**src/rtl/ps2_event_rx.sv**
```systemverilog
// rtl/ps2_event_rx.sv - PS/2 frame receiver with E0/F0 prefix decoding and key-event FIFO
// Optional macro PS2_PARITY_CHECK_EN: enables odd-parity checking; otherwise parity_err is tied to 0.
module ps2_event_rx #(
    parameter int FILTER_LEN  = 8,
    parameter int FIFO_DEPTH  = 8,
    parameter int TIMEOUT_CYC = 10000
) (
    input  logic                          clk,
    input  logic                          reset,
    input  logic                          ps2c,
    input  logic                          ps2d,
    input  logic                          ev_ready,
    input  logic                          clear_ovf,
    output logic                          ev_valid,
    output logic [9:0]                    ev_data,
    output logic [$clog2(FIFO_DEPTH):0]   ev_count,
    output logic                          overflow,
    output logic                          frame_err,
    output logic                          parity_err
);

    localparam int AW = $clog2(FIFO_DEPTH);
    localparam int CW = AW + 1;
    localparam int TW = $clog2(TIMEOUT_CYC) + 1;

    typedef enum logic [1:0] {
        S_IDLE  = 2'd0,
        S_RX    = 2'd1,
        S_CHECK = 2'd2
    } state_t;

    // ------------------------------------------------------------------
    // Synchroniser and clock filter
    // ------------------------------------------------------------------
    logic                  ps2c_meta_q, ps2c_meta_d;
    logic                  ps2c_sync_q, ps2c_sync_d;
    logic                  ps2d_meta_q, ps2d_meta_d;
    logic                  ps2d_sync_q, ps2d_sync_d;
    logic [FILTER_LEN-1:0] filt_sr_q, filt_sr_d;
    logic                  filt_q, filt_d;
    logic                  fall_q, fall_d;

    // Next-state for the synchronisers, the sample window and the edge pulse
    always_comb begin
        ps2c_meta_d = ps2c;
        ps2c_sync_d = ps2c_meta_q;
        ps2d_meta_d = ps2d;
        ps2d_sync_d = ps2d_meta_q;
        filt_sr_d   = {filt_sr_q[FILTER_LEN-2:0], ps2c_sync_q};
        if (&filt_sr_q) begin
            filt_d = 1'b1;
        end else if (~|filt_sr_q) begin
            filt_d = 1'b0;
        end else begin
            filt_d = filt_q;
        end
        fall_d = filt_q & ~filt_d;
    end

    // Line sampling registers; idle-high reset values so no edge appears after reset
    always_ff @(posedge clk) begin
        if (!reset) begin
            ps2c_meta_q <= 1'b1;
            ps2c_sync_q <= 1'b1;
            ps2d_meta_q <= 1'b1;
            ps2d_sync_q <= 1'b1;
            filt_sr_q   <= {FILTER_LEN{1'b1}};
            filt_q      <= 1'b1;
            fall_q      <= 1'b0;
        end else begin
            ps2c_meta_q <= ps2c_meta_d;
            ps2c_sync_q <= ps2c_sync_d;
            ps2d_meta_q <= ps2d_meta_d;
            ps2d_sync_q <= ps2d_sync_d;
            filt_sr_q   <= filt_sr_d;
            filt_q      <= filt_d;
            fall_q      <= fall_d;
        end
    end

    // ------------------------------------------------------------------
    // Frame FSM and prefix decoder
    // ------------------------------------------------------------------
    state_t        state_q, state_d;
    logic [3:0]    bit_cnt_q, bit_cnt_d;
    logic [TW-1:0] timer_q, timer_d;
    logic [9:0]    shreg_q, shreg_d;
    logic          ext_pend_q, ext_pend_d;
    logic          brk_pend_q, brk_pend_d;
    logic          frame_err_q, frame_err_d;
    logic          parity_err_q, parity_err_d;
    logic          parity_bad;
    logic          emit;
    logic [9:0]    emit_data;

    // shreg holds {stop, parity, data[7:0]} once all ten bits are in
`ifdef PS2_PARITY_CHECK_EN
    assign parity_bad = ~(^shreg_q[8:0]);
`else
    assign parity_bad = 1'b0;
`endif

    // Frame reception, error classification and prefix accumulation
    always_comb begin
        state_d      = state_q;
        bit_cnt_d    = bit_cnt_q;
        timer_d      = timer_q;
        shreg_d      = shreg_q;
        ext_pend_d   = ext_pend_q;
        brk_pend_d   = brk_pend_q;
        frame_err_d  = 1'b0;
        parity_err_d = 1'b0;
        emit         = 1'b0;
        emit_data    = {ext_pend_q, brk_pend_q, shreg_q[7:0]};
        case (state_q)
            S_IDLE: begin
                if (fall_q && !ps2d_sync_q) begin
                    state_d   = S_RX;
                    bit_cnt_d = 4'd10;
                    timer_d   = '0;
                end
            end
            S_RX: begin
                if (fall_q) begin
                    shreg_d   = {ps2d_sync_q, shreg_q[9:1]};
                    bit_cnt_d = bit_cnt_q - 4'd1;
                    timer_d   = '0;
                    if (bit_cnt_q == 4'd1) begin
                        state_d = S_CHECK;
                    end
                end else if (timer_q == TW'(TIMEOUT_CYC - 1)) begin
                    state_d     = S_IDLE;
                    frame_err_d = 1'b1;
                    ext_pend_d  = 1'b0;
                    brk_pend_d  = 1'b0;
                end else begin
                    timer_d = timer_q + TW'(1);
                end
            end
            S_CHECK: begin
                state_d = S_IDLE;
                if (!shreg_q[9]) begin
                    frame_err_d = 1'b1;
                    ext_pend_d  = 1'b0;
                    brk_pend_d  = 1'b0;
                end else if (parity_bad) begin
                    parity_err_d = 1'b1;
                    ext_pend_d   = 1'b0;
                    brk_pend_d   = 1'b0;
                end else if (shreg_q[7:0] == 8'hE0) begin
                    ext_pend_d = 1'b1;
                end else if (shreg_q[7:0] == 8'hF0) begin
                    brk_pend_d = 1'b1;
                end else begin
                    emit       = 1'b1;
                    ext_pend_d = 1'b0;
                    brk_pend_d = 1'b0;
                end
            end
            default: begin
                state_d = S_IDLE;
            end
        endcase
    end

    // FSM state, frame shift register, prefix flags and registered error pulses
    always_ff @(posedge clk) begin
        if (!reset) begin
            state_q      <= S_IDLE;
            bit_cnt_q    <= 4'd0;
            timer_q      <= '0;
            shreg_q      <= 10'd0;
            ext_pend_q   <= 1'b0;
            brk_pend_q   <= 1'b0;
            frame_err_q  <= 1'b0;
            parity_err_q <= 1'b0;
        end else begin
            state_q      <= state_d;
            bit_cnt_q    <= bit_cnt_d;
            timer_q      <= timer_d;
            shreg_q      <= shreg_d;
            ext_pend_q   <= ext_pend_d;
            brk_pend_q   <= brk_pend_d;
            frame_err_q  <= frame_err_d;
            parity_err_q <= parity_err_d;
        end
    end

    // ------------------------------------------------------------------
    // Event FIFO
    // ------------------------------------------------------------------
    logic [9:0]    mem_q [FIFO_DEPTH];
    logic [9:0]    mem_d [FIFO_DEPTH];
    logic [AW-1:0] wr_ptr_q, wr_ptr_d;
    logic [AW-1:0] rd_ptr_q, rd_ptr_d;
    logic [CW-1:0] count_q, count_d;
    logic          overflow_q, overflow_d;
    logic          full, pop, push, drop;

    // A full FIFO still accepts a push when the head is popped in the same cycle
    always_comb begin
        full = (count_q == CW'(FIFO_DEPTH));
        pop  = (count_q != '0) & ev_ready;
        push = emit & (~full | pop);
        drop = emit & full & ~pop;

        mem_d = mem_q;
        if (push) begin
            mem_d[wr_ptr_q] = emit_data;
        end
        wr_ptr_d = push ? wr_ptr_q + 1'b1 : wr_ptr_q;
        rd_ptr_d = pop  ? rd_ptr_q + 1'b1 : rd_ptr_q;
        case ({push, pop})
            2'b10:   count_d = count_q + CW'(1);
            2'b01:   count_d = count_q - CW'(1);
            default: count_d = count_q;
        endcase
        overflow_d = drop | (overflow_q & ~clear_ovf);
    end

    // FIFO storage, pointers, occupancy and sticky overflow
    always_ff @(posedge clk) begin
        if (!reset) begin
            for (int i = 0; i < FIFO_DEPTH; i++) begin
                mem_q[i] <= 10'd0;
            end
            wr_ptr_q   <= '0;
            rd_ptr_q   <= '0;
            count_q    <= '0;
            overflow_q <= 1'b0;
        end else begin
            mem_q      <= mem_d;
            wr_ptr_q   <= wr_ptr_d;
            rd_ptr_q   <= rd_ptr_d;
            count_q    <= count_d;
            overflow_q <= overflow_d;
        end
    end

    assign ev_valid   = (count_q != '0);
    assign ev_data    = mem_q[rd_ptr_q];
    assign ev_count   = count_q;
    assign overflow   = overflow_q;
    assign frame_err  = frame_err_q;
    assign parity_err = parity_err_q;

endmodule
```
**config.mk**
```make
export PLATFORM = sky130hd
export DESIGN_NAME = ps2_event_rx
export DESIGN_NICKNAME = d
export VERILOG_FILES = /design/src/rtl/ps2_event_rx.sv
export SDC_FILE = /design/constraint.sdc
export NUM_CORES = 1
export LEC_CHECK = 0
export BUFFER_PORTS_ARGS = -buffer_cell sky130_fd_sc_hd__buf_2
export CAP_MARGIN = 20
export CORE_ASPECT_RATIO = 0.5
export CORE_MARGIN = 4
export CORE_UTILIZATION = 50
export DETAILED_ROUTE_END_ITERATION = 16
export PLACE_DENSITY = 0.67
export RECOVER_POWER = 100
export SKIP_CTS_REPAIR_TIMING = 1
export SYNTH_ARGS = -nofsm -noshare
export SYNTH_HDL_FRONTEND = slang
export SYNTH_SLANG_ARGS = --single-unit
```
**constraint.sdc**
```tcl
create_clock -name clk -period 3.6 [get_ports clk]
set_clock_uncertainty 0.1 [all_clocks]
set_input_delay 0.18 -clock clk [delete_from_list [all_inputs] [get_ports clk]]
set_output_delay 0.18 -clock clk [all_outputs]
set_load 0.01 [all_outputs]
```
Word-level counts from Yosys, hierarchy flattened

Index checks and enable logic that the tools add are counted.

Bits in registers: 139
Word-level logic and storage cells: 122

Add/subtract/negate cells: 6
$lt $le $gt $ge: 3
Eq/ne operators: 18
Multiplexer cells: 39
Bitwise gates (word level): 14
Reduce and logical (&&, ||, !) cells: 16

Operator list:

| cell                                                                | number |
|---|---|
| 80-bit bitwise mux                                                  | 1 |
| 15-bit two-way mux                                                  | 3 |
| 10-bit binary-select mux with 3-bit select                          | 1 |
| 10-bit demux with 3-bit select                                      | 1 |
| 10-bit two-way mux                                                  | 3 |
| 15-bit case mux with 2 select lines                                 | 1 |
| 1-bit two-way mux                                                   | 17 |
| 8-bit == test (second input constant)                               | 2 |
| 4-bit case mux with 2 select lines                                  | 2 |
| 15-bit by 1-bit adder with 15-bit output (second input constant)    | 1 |
| 15-bit by 14-bit == test with 1-bit output (second input constant)  | 1 |
| 3-bit != test (second input constant)                               | 4 |
| 3-bit AND reduction                                                 | 3 |
| 4-bit >= comparator (second input constant)                         | 2 |
| 2-bit two-way mux                                                   | 4 |
| 4-bit two-way mux                                                   | 2 |
| 2-bit != test (second input constant)                               | 4 |
| 3-bit NOT with 4-bit output                                         | 2 |
| 4-bit AND reduction                                                 | 2 |
| 8-bit AND reduction                                                 | 1 |
| 8-bit OR reduction                                                  | 1 |
| 4-bit by 1-bit subtractor with 4-bit output (second input constant) | 2 |
| 3-bit by 1-bit adder with 3-bit output (second input constant)      | 2 |
| 1-bit bitwise AND                                                   | 6 |
| 17 further kinds                                                    | 28 |

Depth between registers and ports, before layout

Gate-level depths: netlist of run 1.

Depth in word-level cells: 8
Depth in mapped cells: 12
Gate-level depth less buffers: 12

Least setup slack after synthesis of run 1

No wires, ideal clock.

Kind: flip-flop to flip-flop
Start point: register shreg_q[0]
End point: register count_q[2] (netlist: ev_count[2])
Arrival time: 2528 ps
Data required time: 3430 ps
Slack: 902 ps
Stages on the path, launching flop included: 13
Buffers on the path: 1
Clock period less this slack: 2698 ps
Cells stage by stage: dfxtp_1 or3_1 or2_2 clkbuf_1 and3_1 inv_1 ha_1 xor2_1 ha_1 a21oi_1 xor2_1 or3_1 a21oi_1

Cells in the longest elaborated chain, start to end: 8
Elaborated cells on any way between the ends: 11
Classes of those cells: eq/ne: 4; mux: 5; bitwise: 1; reduce/logical: 1

Ends and longest elaborated chain:

| what                                                                      | line | RTL |
|---|---|---|
| from (decl)                                                               | 87   | `logic [9:0] shreg_q, shreg_d;` |
| from (signal assigned)                                                    | 181  | `shreg_q <= shreg_d;` |
| 8-bit == test                                                             | 152  | `end else if (shreg_q[7:0] == 8'hF0) begin` |
| 1-bit two-way mux                                                         | 152  |  |
| 1-bit two-way mux (*)                                                     | 150  | `end else if (shreg_q[7:0] == 8'hE0) begin` |
| 1-bit two-way mux (*)                                                     | 142  | `if (!shreg_q[9]) begin` |
| 1-bit two-way mux (*)                                                     | 115  | `case (state_q)` |
| 1-bit bitwise AND (*)                                                     | 204  | `push = emit & (~full \| pop);` |
| 2-bit by 1-bit == test with 1-bit output or 2-bit == test (tied branches) | 213  | `case ({push, pop})` |
| 4-bit case mux with 2 select lines or 2-bit nonzero test (tied branches)  | n/a  |  |
| to (signal assigned)                                                      | 235  | `count_q <= count_d;` |
| to (decl)                                                                 | 196  | `logic [CW-1:0] count_q, count_d;` |

Mark *: on every way between the ends. The rest lies on a longest branch, timed or not.
A chain may end at the register's enable or synchronous reset.

Worst setup path after layout of run 1

Start point: register shreg_q[1]
End point: register count_q[2] (netlist: ev_count[2])

The elaborated chain is that of the path after synthesis.

==> reports/metrics.yaml, run 1 <==
global_routing:
  grtUsageTotal_pct: 19.66
  antenna_found_initial: 0
  grt.overflow.total: 0
  grt_max_degree: 88
  grt_pass1_wl_mm: 22.02
  grt_pass1_vias: 4429
synthesis:
  netlist.area_leader.share_pct: 45.63
  synthTopCellsByArea: "dfxtp_1 46%, mux4_2 7.4%, mux2i_1 6.9%"
  synth_area_leader_cell: "dfxtp_1"
  ys_types: 52
  syn_inst: 642
  synth.cell_area_mm2: 0.006098
  avgSynthCellArea_um2: 9.499
  synth_nets: 659
  synth_warnings: 0
  ys_seq_area_share_pct: 45.63
  ys_ff_latch: 139
flow_run:
  cap_viol_max_count: 1
worst_setup_path:
  regToRegStartpoint: "shreg_q[1]"
  r2r_cells: 11
  critPathKind: "register to register"
  required_ps: 3850
  rrSetupSlack_ps: 830
  critPathArrivalTime_ps: 3020
  worst-path-max-fanout: 8
  critPathLaunchType: "register"
  worstReg2RegEnd: "ev_count[2]"
  endpoint_kind: "register"
clock_network:
  cts_tree: "done"
  clk_pin_slew_ps: 60
  cts_max_path_buffers: 2
  cts_root_buffer: "clkbuf_16"
  cts_made_buffers: 17
  cts.sinks: 139
  htreeDepth: 4
  worst_skew_pair.late_latency_ps: 410
die:
  start_util_pct: 51.35
  row_count: 28
  dieWidth_um: 164.2
  die_h_um: 86.09
  ios: 24
  die_area_mm2: 0.01413
  core_area_mm2: 0.01188
finish:
  final_common_cell: "dfxtp_1"
  final_cell_mix: "139 x dfxtp_1, 91 x nand2_1, 55 x o21ai_0"
  finalNetCount: 675
  area_delta_synth_final_pct: 13.58
  drive_above_1_share_pct: 12.37
  fillers: 1015
  register_area_mm2: 0.002783
  multi_input_area_mm2: 0.003088
  antenna_cells: 0
detailed_routing:
  drcViolationCount: 0
  dr.pass1.iters: 5
  drtIter0Drc: 290
  ant_nets: 0
  routed_wl_mm: 13.10
  via_per_inst: 5.539
  vias: 4631
  avgRoutedWirePerCell_um: 15.67
sta:
  maxSlewHeadroom_pct: -13.62
  period_needed_ps: 2771
  rsz0062_at_grt: "false"
  slew_viol_final: 88
  setup_viol: 0
  clock.fmax_mhz: 360.9
  post-route-period-util_pct: 76.96
  worst_pin_slew_ps: 1704
  final.setup.tns_ps: 0
  finalHoldViolations: 1
  fin_ws_ps: 829.3
  timing.hold.ws_ps: -26.12
hold_path:
  hold_end: "overflow"
  min_path_cells: 4
  worstHoldPathType: "primary input to register"
  hold_start: "clear_ovf"
outcome:
  outcome: "finished with violations"
  violations: "hold timing, capacitance limit, slew limit"
power:
  peakVddDrop_uv: 260.6
  powerDensity_mw_per_mm2: 500.3
  power_leakage_nw: 2.380
placement:
  dpl.hpwl_mm: 8.079
  gp_congestion: 0.8138
  pre_cts_ws_ps: 846.0
  port_buffers: 22
[state kept, by name, summed over array words and instances, names as in the netlist]
register     flops
frame_err        1
state_q          2
timer_q         15
rd_ptr_q         3
mem_q           80
ext_pend_q       1
ps2d_meta_q      1
filt_sr_q        8
ps2d_sync_q      1
filt_q           1
wr_ptr_q         3
ps2c_sync_q      1
fall_q           1
ev_count         4
bit_cnt_q        4
brk_pend_q       1
ps2c_meta_q      1
overflow         1
shreg_q         10
[layer usage]
layer  track usage [%]  wire length [um]
met4             6.393               208
met3             4.273               530
met2             30.65              5900
met5                 0                 0
met1             27.37              6465
[worst max-delay path by stage]
stage | start | cells past startpoint | to | slack, ps
2_1_floorplan | shreg_q[0] | 12 | ev_count[2] | 900
3_3_place_gp | shreg_q[0] | 11 | ev_count[2] | 890
3_5_place_dp | shreg_q[0] | 11 | ev_count[2] | 850
4_1_cts | shreg_q[1] | 11 | ev_count[2] | 820
5_1_grt | state_q[1] | 6 | timer_q[9] | 570
6_report | shreg_q[1] | 11 | ev_count[2] | 830
[power breakdown]
part	total (W)	leakage [nW]	switching, W	internal (W)
registers	0.00157	1.12	0.0000117	0.00155
clock network	0.00173	0.279	0.000702	0.00103
logic	0.000166	0.980	0.000116	0.0000495
total	0.00347	2.38	0.000830	0.00264
[cells in the mapped netlist (all sizes together)]
cell type,count
and4,2
or3,2
clkbuf,27
o211a,1
conb,1
o221ai,2
nand4b,4
nand2,91
xnor2,6
a211oi,1
nor3,10
o31ai,2
dfxtp,139
and2,2
or4b,1
nand2b,16
mux2,10
o32ai,1
o21ai,55
a311oi,1
a31oi,5
nor3b,5
nand3,49
or4,3
ha,11
inv,14
o21bai,1
a21oi,22
mux2i,42
nand3b,4
and3,7
buf,13
mux4,20
nand4,9
nor2,24
nor4,12
xor2,9
a211o,3
or2,1
o21a,2
a21boi,2
nor2b,7
a41oi,3
[cells by family after synthesis]
family          synth area share (%)
flops                          45.63
fa+ha+maj                      2.257
other cells                  0.06149
buf+inv                        3.713
xor+xnor                       2.154
mux                            16.13
compound gates                 9.479
simple gates                   20.58
[per-stage QoR]
stage	utilization [%]	power [W]	hold WS (ps)	cells	area, um^2
CTS	58.34	0.003496	-160.8	833	6929
finish	58.32	0.003466	-26.12	836	6927
global route	58.32	0.003598	8.357	836	6927
floorplan	-	0.001724	181.5	642	6098
detailed placement	53.38	0.001766	265.3	801	6340
global placement	53.38	0.001767	264.7	801	6340
[area by class of cell]
type / count / area share (%)
Multi-Input combinational cell: 449 / 44.58
Clock buffer: 17 / 6.142
Sequential cell: 139 / 40.17
Inverter: 14 / 0.7587
Tap cell: 165 / 2.980
Clock inverter: 15 / 2.366
Timing Repair Buffer: 37 / 2.999
[critical path, stage by stage (launching register included)]
cell,delay [ps]
dfxtp_1,330
or3_1,370
or2_2,350
and3_1,250
inv_1,90
ha_1,230
xor2_1,170
ha_1,160
a21oi_1,50
xor2_1,160
or3_1,310
a21oi_1,130
Power figures use the tool's default switching activity.
==> inputs of run 2 (changes only) <==
==> constraint.sdc (replaced) <==
create_clock -name clk -period 2.6 [get_ports clk]
set_clock_uncertainty 0.1 [all_clocks]
set_input_delay 0.13 -clock clk [delete_from_list [all_inputs] [get_ports clk]]
set_output_delay 0.13 -clock clk [all_outputs]
set_load 0.01 [all_outputs]
==> run 2 against run 1 <==
The run ends with capacitance limit, slew limit left. Utilization up 1.3 points. First-iteration DRC count up 11%. Sequential power rose by 38%. Final cell count up 2.0%. Largest cell class unchanged. Non-clock buffer count up 17. Global-route usage up 0.82 points. Critical path type unchanged. Count of clock-buffer cells in the layout unchanged.
==> reports/metrics.yaml, run 2 (synthesized netlist as in run 1, its figures left out) <==
placement:
  gp_congestion: 0.8211  # was 0.8138
  port_buffers: 22  # unchanged
  place_area_mm2: 0.006475  # was 0.006340 mm^2
  dpl.hpwl_mm: 8.528  # was 8.079 mm
  dp.cells: 815  # was 801
worst_setup_path:
  required_ps: 2850  # was 3850 ps
  worstPathCellList: "or3_1 > or2_4 > and3_4 > inv_2 > ha_4 > xor2_1 > ha_2 > a21oi_1 > xor2_1 > or3_1 > a21oi_1"  # was or3_1 > or2_2 > and3_1 > inv_1 > ha_1 > xor2_1 > ha_1 > a21oi_1 > xor2_1 > or3_1 > a21oi_1
  critPathLaunchType: "register"  # unchanged
  max_stage_delay_ps: 380  # was 370 ps
  path_buf_inv: 1  # unchanged
  critPathKind: "register to register"  # unchanged
  worst-path-max-fanout: 3  # was 8
  crit_family: "simple AND/OR/NAND/NOR gates"  # unchanged
  endpoint_kind: "register"  # unchanged
  critPathArrivalTime_ps: 2730  # was 3020 ps
  slowest_stage: "or3_1"  # unchanged
detailed_routing:
  dr.pass1.iters: 5  # unchanged
  avgRoutedWirePerCell_um: 15.79  # was 15.67 um
  vias: 4652  # was 4631
  routed_wl_mm: 13.47  # was 13.10 mm
  ant_nets: 0  # unchanged
  route.met2.wl_mm: 6.093  # was 5.900 mm
  drcViolationCount: 0  # unchanged
  met1_length_mm: 6.675  # was 6.465 mm
  dr.max_layer_used: "met4"  # unchanged
  via_per_inst: 5.454  # was 5.539
  dr_wl_met3_um: 550  # was 530 um
  drtIter0Drc: 321  # was 290
sta:
  post-route-period-util_pct: 95.47  # was 76.96%
  period_needed_ps: 2482  # was 2771 ps
  setup_viol: 0  # unchanged
  clock.fmax_mhz: 402.9  # was 360.9 MHz
  slew_viol_final: 43  # was 88
  worst_pin_slew_ps: 1815  # was 1704 ps
  rsz0062_at_grt: "false"  # unchanged
  finalHoldViolations: 0  # was 1
  final.setup.tns_ps: 0  # unchanged
  maxSlewHeadroom_pct: -20.97  # was -13.62%
finish:
  final_cell_mix: "139 x dfxtp_1, 91 x nand2_1, 52 x o21ai_0"  # was 139 x dfxtp_1, 91 x nand2_1, 55 x o21ai_0
  fin_area_mm2: 0.007082  # was 0.006927 mm^2
  finalNetCount: 692  # was 675
  final_common_cell: "dfxtp_1"  # unchanged
  area_delta_synth_final_pct: 16.13  # was 13.58%
  drive_above_1_share_pct: 15.70  # was 12.37%
  largest_reg_flops: 80  # unchanged
  antenna_cells: 0  # unchanged
  stdcell_count: 853  # was 836
  reg_top3: "mem_q (80), timer_q (15), shreg_q (10)"  # unchanged
  top_register: "mem_q"  # unchanged
global_routing:
  grt.overflow.total: 0  # unchanged
  antenna_found_initial: 0  # unchanged
  grt_pass1_wl_mm: 22.77  # was 22.02 mm
  grtUsageTotal_pct: 20.48  # was 19.66%
  grt_max_degree: 43  # was 88
  grt_pass1_vias: 4470  # was 4429
die:
  die_h_um: 86.09  # unchanged
  die_area_mm2: 0.01413  # unchanged
  row_count: 28  # unchanged
  ios: 24  # unchanged
  dieWidth_um: 164.2  # unchanged
  core_area_mm2: 0.01188  # unchanged
  start_util_pct: 51.35  # unchanged
clock_network:
  cts_tree: "done"  # unchanged
  clk_pin_slew_ps: 60  # about the same
  cts_root_buffer: "clkbuf_16"  # unchanged
  cts_made_buffers: 17  # unchanged
  cts_max_path_buffers: 2  # unchanged
  cts.sinks: 139  # unchanged
  worst_skew_pair.late_latency_ps: 420  # was 410 ps
  htreeDepth: 4  # unchanged
power:
  powerDensity_mw_per_mm2: 691.1  # was 500.3 mW/mm^2
  power_leakage_nw: 2.483  # was 2.380 nW
  peakVddDrop_uv: 423.2  # was 260.6 uV
  p_total_w: 0.004894  # was 0.003466 W
outcome:
  violations: "capacitance limit, slew limit"  # was hold timing, capacitance limit, slew limit
  outcome: "finished with violations"  # unchanged
hold_path:
  worstHoldPathType: "register to register"  # was primary input to register
flow_run:
  cap_viol_max_count: 1  # unchanged
[run 2: cell types whose count changed in the layout (fill, tap and decap cells not counted), sizes merged]
cell,change
clkinvlp,-2
dlygate4sd3,+1
buf,+16
inv,+4
clkinv,-2
[run 2: worst paths after layout]
check,from,endpoint,slack [ps],depth (start not counted)
max,shreg_q[0],ev_count[2],120,11
max reg2reg,shreg_q[0],ev_count[2],120,11
min,ps2c_meta_q,ps2c_sync_q,310,1
min reg2reg,ps2c_meta_q,ps2c_sync_q,310,1
[run 2: stage by stage]
stage | setup slack (ps) | hold slack, ps | util [%]
floorplan | 3.582 | 131.5 | -
finish | 117.8 | 307.7 | 59.63
global placement | 73.90 | 215.0 | 54.52
detailed placement | 26.90 | 215.7 | 54.52
global route | 12.31 | 317.5 | 59.63
CTS | 10.67 | -223.1 | 59.58
[run 2: area by class of cell]
cell class / instances / area, um^2
Clock buffer: 17 / 425.4
Clock inverter: 15 / 175.2
Fill cell: 1006 / 4795
Inverter: 14 / 52.55
Multi-Input combinational cell: 449 / 3114
Sequential cell: 139 / 2783
Tap cell: 165 / 206.4
Timing Repair Buffer: 54 / 325.3
[run 2: metal layers]
metal	global-route usage, %	vias to the layer above
met5	0	-
met4	5.936	0
met3	5.377	19
met2	32.74	82
met1	27.55	2193
li1	-	2358
[run 2: where the power goes]
group	switching, W	total [W]	internal, W
Sequential	0.0000155	0.00217	0.00215
Clock	0.00102	0.00247	0.00145
Combinational	0.000171	0.000254	0.0000831
==> inputs of run 3 (changes only) <==
--- a/config.mk
+++ b/config.mk
@@ -11,7 +11,7 @@
 export CORE_MARGIN = 4
 export CORE_UTILIZATION = 50
 export DETAILED_ROUTE_END_ITERATION = 16
-export PLACE_DENSITY = 0.67
+export PLACE_DENSITY = 0.77
 export RECOVER_POWER = 100
 export SKIP_CTS_REPAIR_TIMING = 1
 export SYNTH_ARGS = -nofsm -noshare
==> run 3 against run 2 <==
The flow now finishes without violations. Sequential cell count stayed put. Critical path type unchanged. Critical path depth stayed put. Final area is 1.0% higher. Largest cell class unchanged. Hold slack worse by 220 ps.
==> reports/metrics.yaml, run 3 (synthesized netlist as in run 1, its figures left out) <==
die:
  dieWidth_um: 164.2  # unchanged
  start_util_pct: 51.35  # unchanged
  core_area_mm2: 0.01188  # unchanged
  row_count: 28  # unchanged
  die_area_mm2: 0.01413  # unchanged
  ios: 24  # unchanged
  die_h_um: 86.09  # unchanged
finish:
  final_common_cell: "dfxtp_1"  # unchanged
  final_cell_mix: "139 x dfxtp_1, 91 x nand2_1, 51 x o21ai_0"  # was 139 x dfxtp_1, 91 x nand2_1, 52 x o21ai_0
  stdcell_count: 851  # was 853
  drive_above_1_share_pct: 17.20  # was 15.70%
  antenna_cells: 0  # unchanged
  reg_top3: "mem_q (80), timer_q (15), shreg_q (10)"  # unchanged
  area_delta_synth_final_pct: 17.34  # was 16.13%
  largest_reg_flops: 80  # unchanged
  top_register: "mem_q"  # unchanged
  fin_area_mm2: 0.007156  # was 0.007082 mm^2
  finalNetCount: 690  # was 692
sta:
  rsz0062_at_grt: "true"  # was false
  period_needed_ps: 2557  # was 2482 ps
  post-route-period-util_pct: 98.35  # was 95.47%
  clock.fmax_mhz: 391.1  # was 402.9 MHz
  worst_pin_slew_ps: 709.1  # was 1815 ps
  maxSlewHeadroom_pct: 52.66  # was -20.97%
  setup_viol: 0  # unchanged
  slew_viol_final: 0  # was 43
  finalHoldViolations: 0  # unchanged
  timing.hold.ws_ps: 85.61  # was 307.7 ps
outcome:
  outcome: "finished clean"  # was finished with violations
clock_network:
  cts_tree: "done"  # unchanged
  clk_pin_slew_ps: 70  # was 60 ps
  htreeDepth: 4  # unchanged
  cts.sinks: 139  # unchanged
  worst_skew_pair.late_latency_ps: 420  # about the same
  cts_root_buffer: "clkbuf_16"  # unchanged
  cts_made_buffers: 17  # unchanged
  cts_max_path_buffers: 2  # unchanged
worst_setup_path:
  crit_family: "simple AND/OR/NAND/NOR gates"  # unchanged
  critPathArrivalTime_ps: 2800  # was 2730 ps
  path_buf_inv: 1  # unchanged
  worst_path_most_repeated_cell: "xor2_1"
  slowest_stage: "or3_4"  # was or3_1
  critPathLaunchType: "register"  # unchanged
  worstPathCellList: "or3_4 > or2_4 > and3_4 > inv_4 > ha_4 > xor2_1 > ha_2 > a21oi_1 > xor2_1 > or3_1 > a21oi_2"  # was or3_1 > or2_4 > and3_4 > inv_2 > ha_4 > xor2_1 > ha_2 > a21oi_1 > xor2_1 > or3_1 > a21oi_1
  max_stage_delay_ps: 380  # about the same
  required_ps: 2840  # was 2850 ps
  worst-path-max-fanout: 3  # unchanged
  endpoint_kind: "register"  # unchanged
  critPathKind: "register to register"  # unchanged
power:
  powerDensity_mw_per_mm2: 692.7  # was 691.1 mW/mm^2
  clockPowerShare_pct: 51.1  # was 50.5%
  p_sw_share_pct: 25.16  # was 24.73%
  power_frac_seq_pct: 43.7  # was 44.3%
  power_leakage_nw: 2.535  # was 2.483 nW
  power.switching_w: 0.001247  # was 0.001210 W
  peakVddDrop_uv: 366.4  # was 423.2 uV
  p_total_w: 0.004957  # was 0.004894 W
  internal-power_w: 0.003709  # was 0.003684 W
  p_comb_share_pct: 5.2  # about the same
global_routing:
  antenna_found_initial: 0  # unchanged
  grt_pass1_wl_mm: 22.87  # was 22.77 mm
  grtUsageTotal_pct: 20.22  # was 20.48%
  grt_max_degree: 63  # was 43
  grt_pass1_vias: 4666  # was 4470
  grt.overflow.total: 0  # unchanged
placement:
  port_buffers: 22  # unchanged
  place_area_mm2: 0.006437  # was 0.006475 mm^2
  dpl.hpwl_mm: 8.509  # was 8.528 mm
  dp.cells: 810  # was 815
  gp_congestion: 0.8420  # was 0.8211
flow_run:
  cap_viol_max_count: 0  # was 1
detailed_routing:
  dr.pass1.iters: 5  # unchanged
  ant_nets: 0  # unchanged
  via_per_inst: 5.646  # was 5.454
  avgRoutedWirePerCell_um: 15.94  # was 15.79 um
  drcViolationCount: 0  # unchanged
  drtIter0Drc: 423  # was 321
  vias: 4805  # was 4652
  routed_wl_mm: 13.57  # was 13.47 mm
hold_path:
  worstHoldPathType: "primary input to register"  # was register to register
## run 3: worst register-to-register path, stage by stage (launching register included)
cell and delay, ps:
dfxtp_1 310, or3_4 380, or2_4 240, and3_4 200
inv_4 60, ha_4 140, xor2_1 150, ha_2 180
a21oi_1 40, xor2_1 180, or3_1 370, a21oi_2 140
## run 3: routing by layer
metal / track usage (%) / up-vias / part of all wire [%]
met2: 33.74 / 100 / 48
met5: 0 / - / 0
met1: 26.26 / 2323 / 46
met4: 8.219 / 0 / 2.1
met3: 3.553 / 26 / 4.0
li1: - / 2356 / -
## run 3: worst paths after layout
| check | from | endpoint | slack (ps) | cells after the start |
|---|---|---|---|---|
| max reg2reg | shreg_q[0] | ev_count[2] | 40 | 11 |
| min | reset | filt_sr_q[1] | 90 | 3 |
| min reg2reg | ps2c_meta_q | ps2c_sync_q | 310 | 1 |
| max | shreg_q[0] | ev_count[2] | 40 | 11 |
## run 3: area by class of cell
class                      instances  area [um^2]
fill                             957         4721
multi-input combinational        449         3127
sequential                       139         2783
clock buffer                      17        425.4
timing repair buffer              52        364.1
tap                              165        206.4
clock inverter                    15        195.2
inverter                          14        55.05
## run 3: per-stage QoR
step,TNS [ps],setup WS [ps],util [%]
after detailed placement,-24.73,-24.73,54.20
after global routing,-65.92,-65.92,60.25
after global placement,0,73.87,54.20
final,0,42.99,60.25
after CTS,-57.79,-57.79,59.43
after floorplan,0,3.582,-
## run 3: power groups by stage
stage          Clock (W)  Sequential, W  Combinational [W]
5_1_grt          0.00265        0.00217           0.000287
6_report         0.00253        0.00217           0.000256
4_1_cts          0.00256        0.00217           0.000245
3_5_place_dp           0        0.00221           0.000243
2_1_floorplan          0        0.00221           0.000175
3_3_place_gp           0        0.00221           0.000244
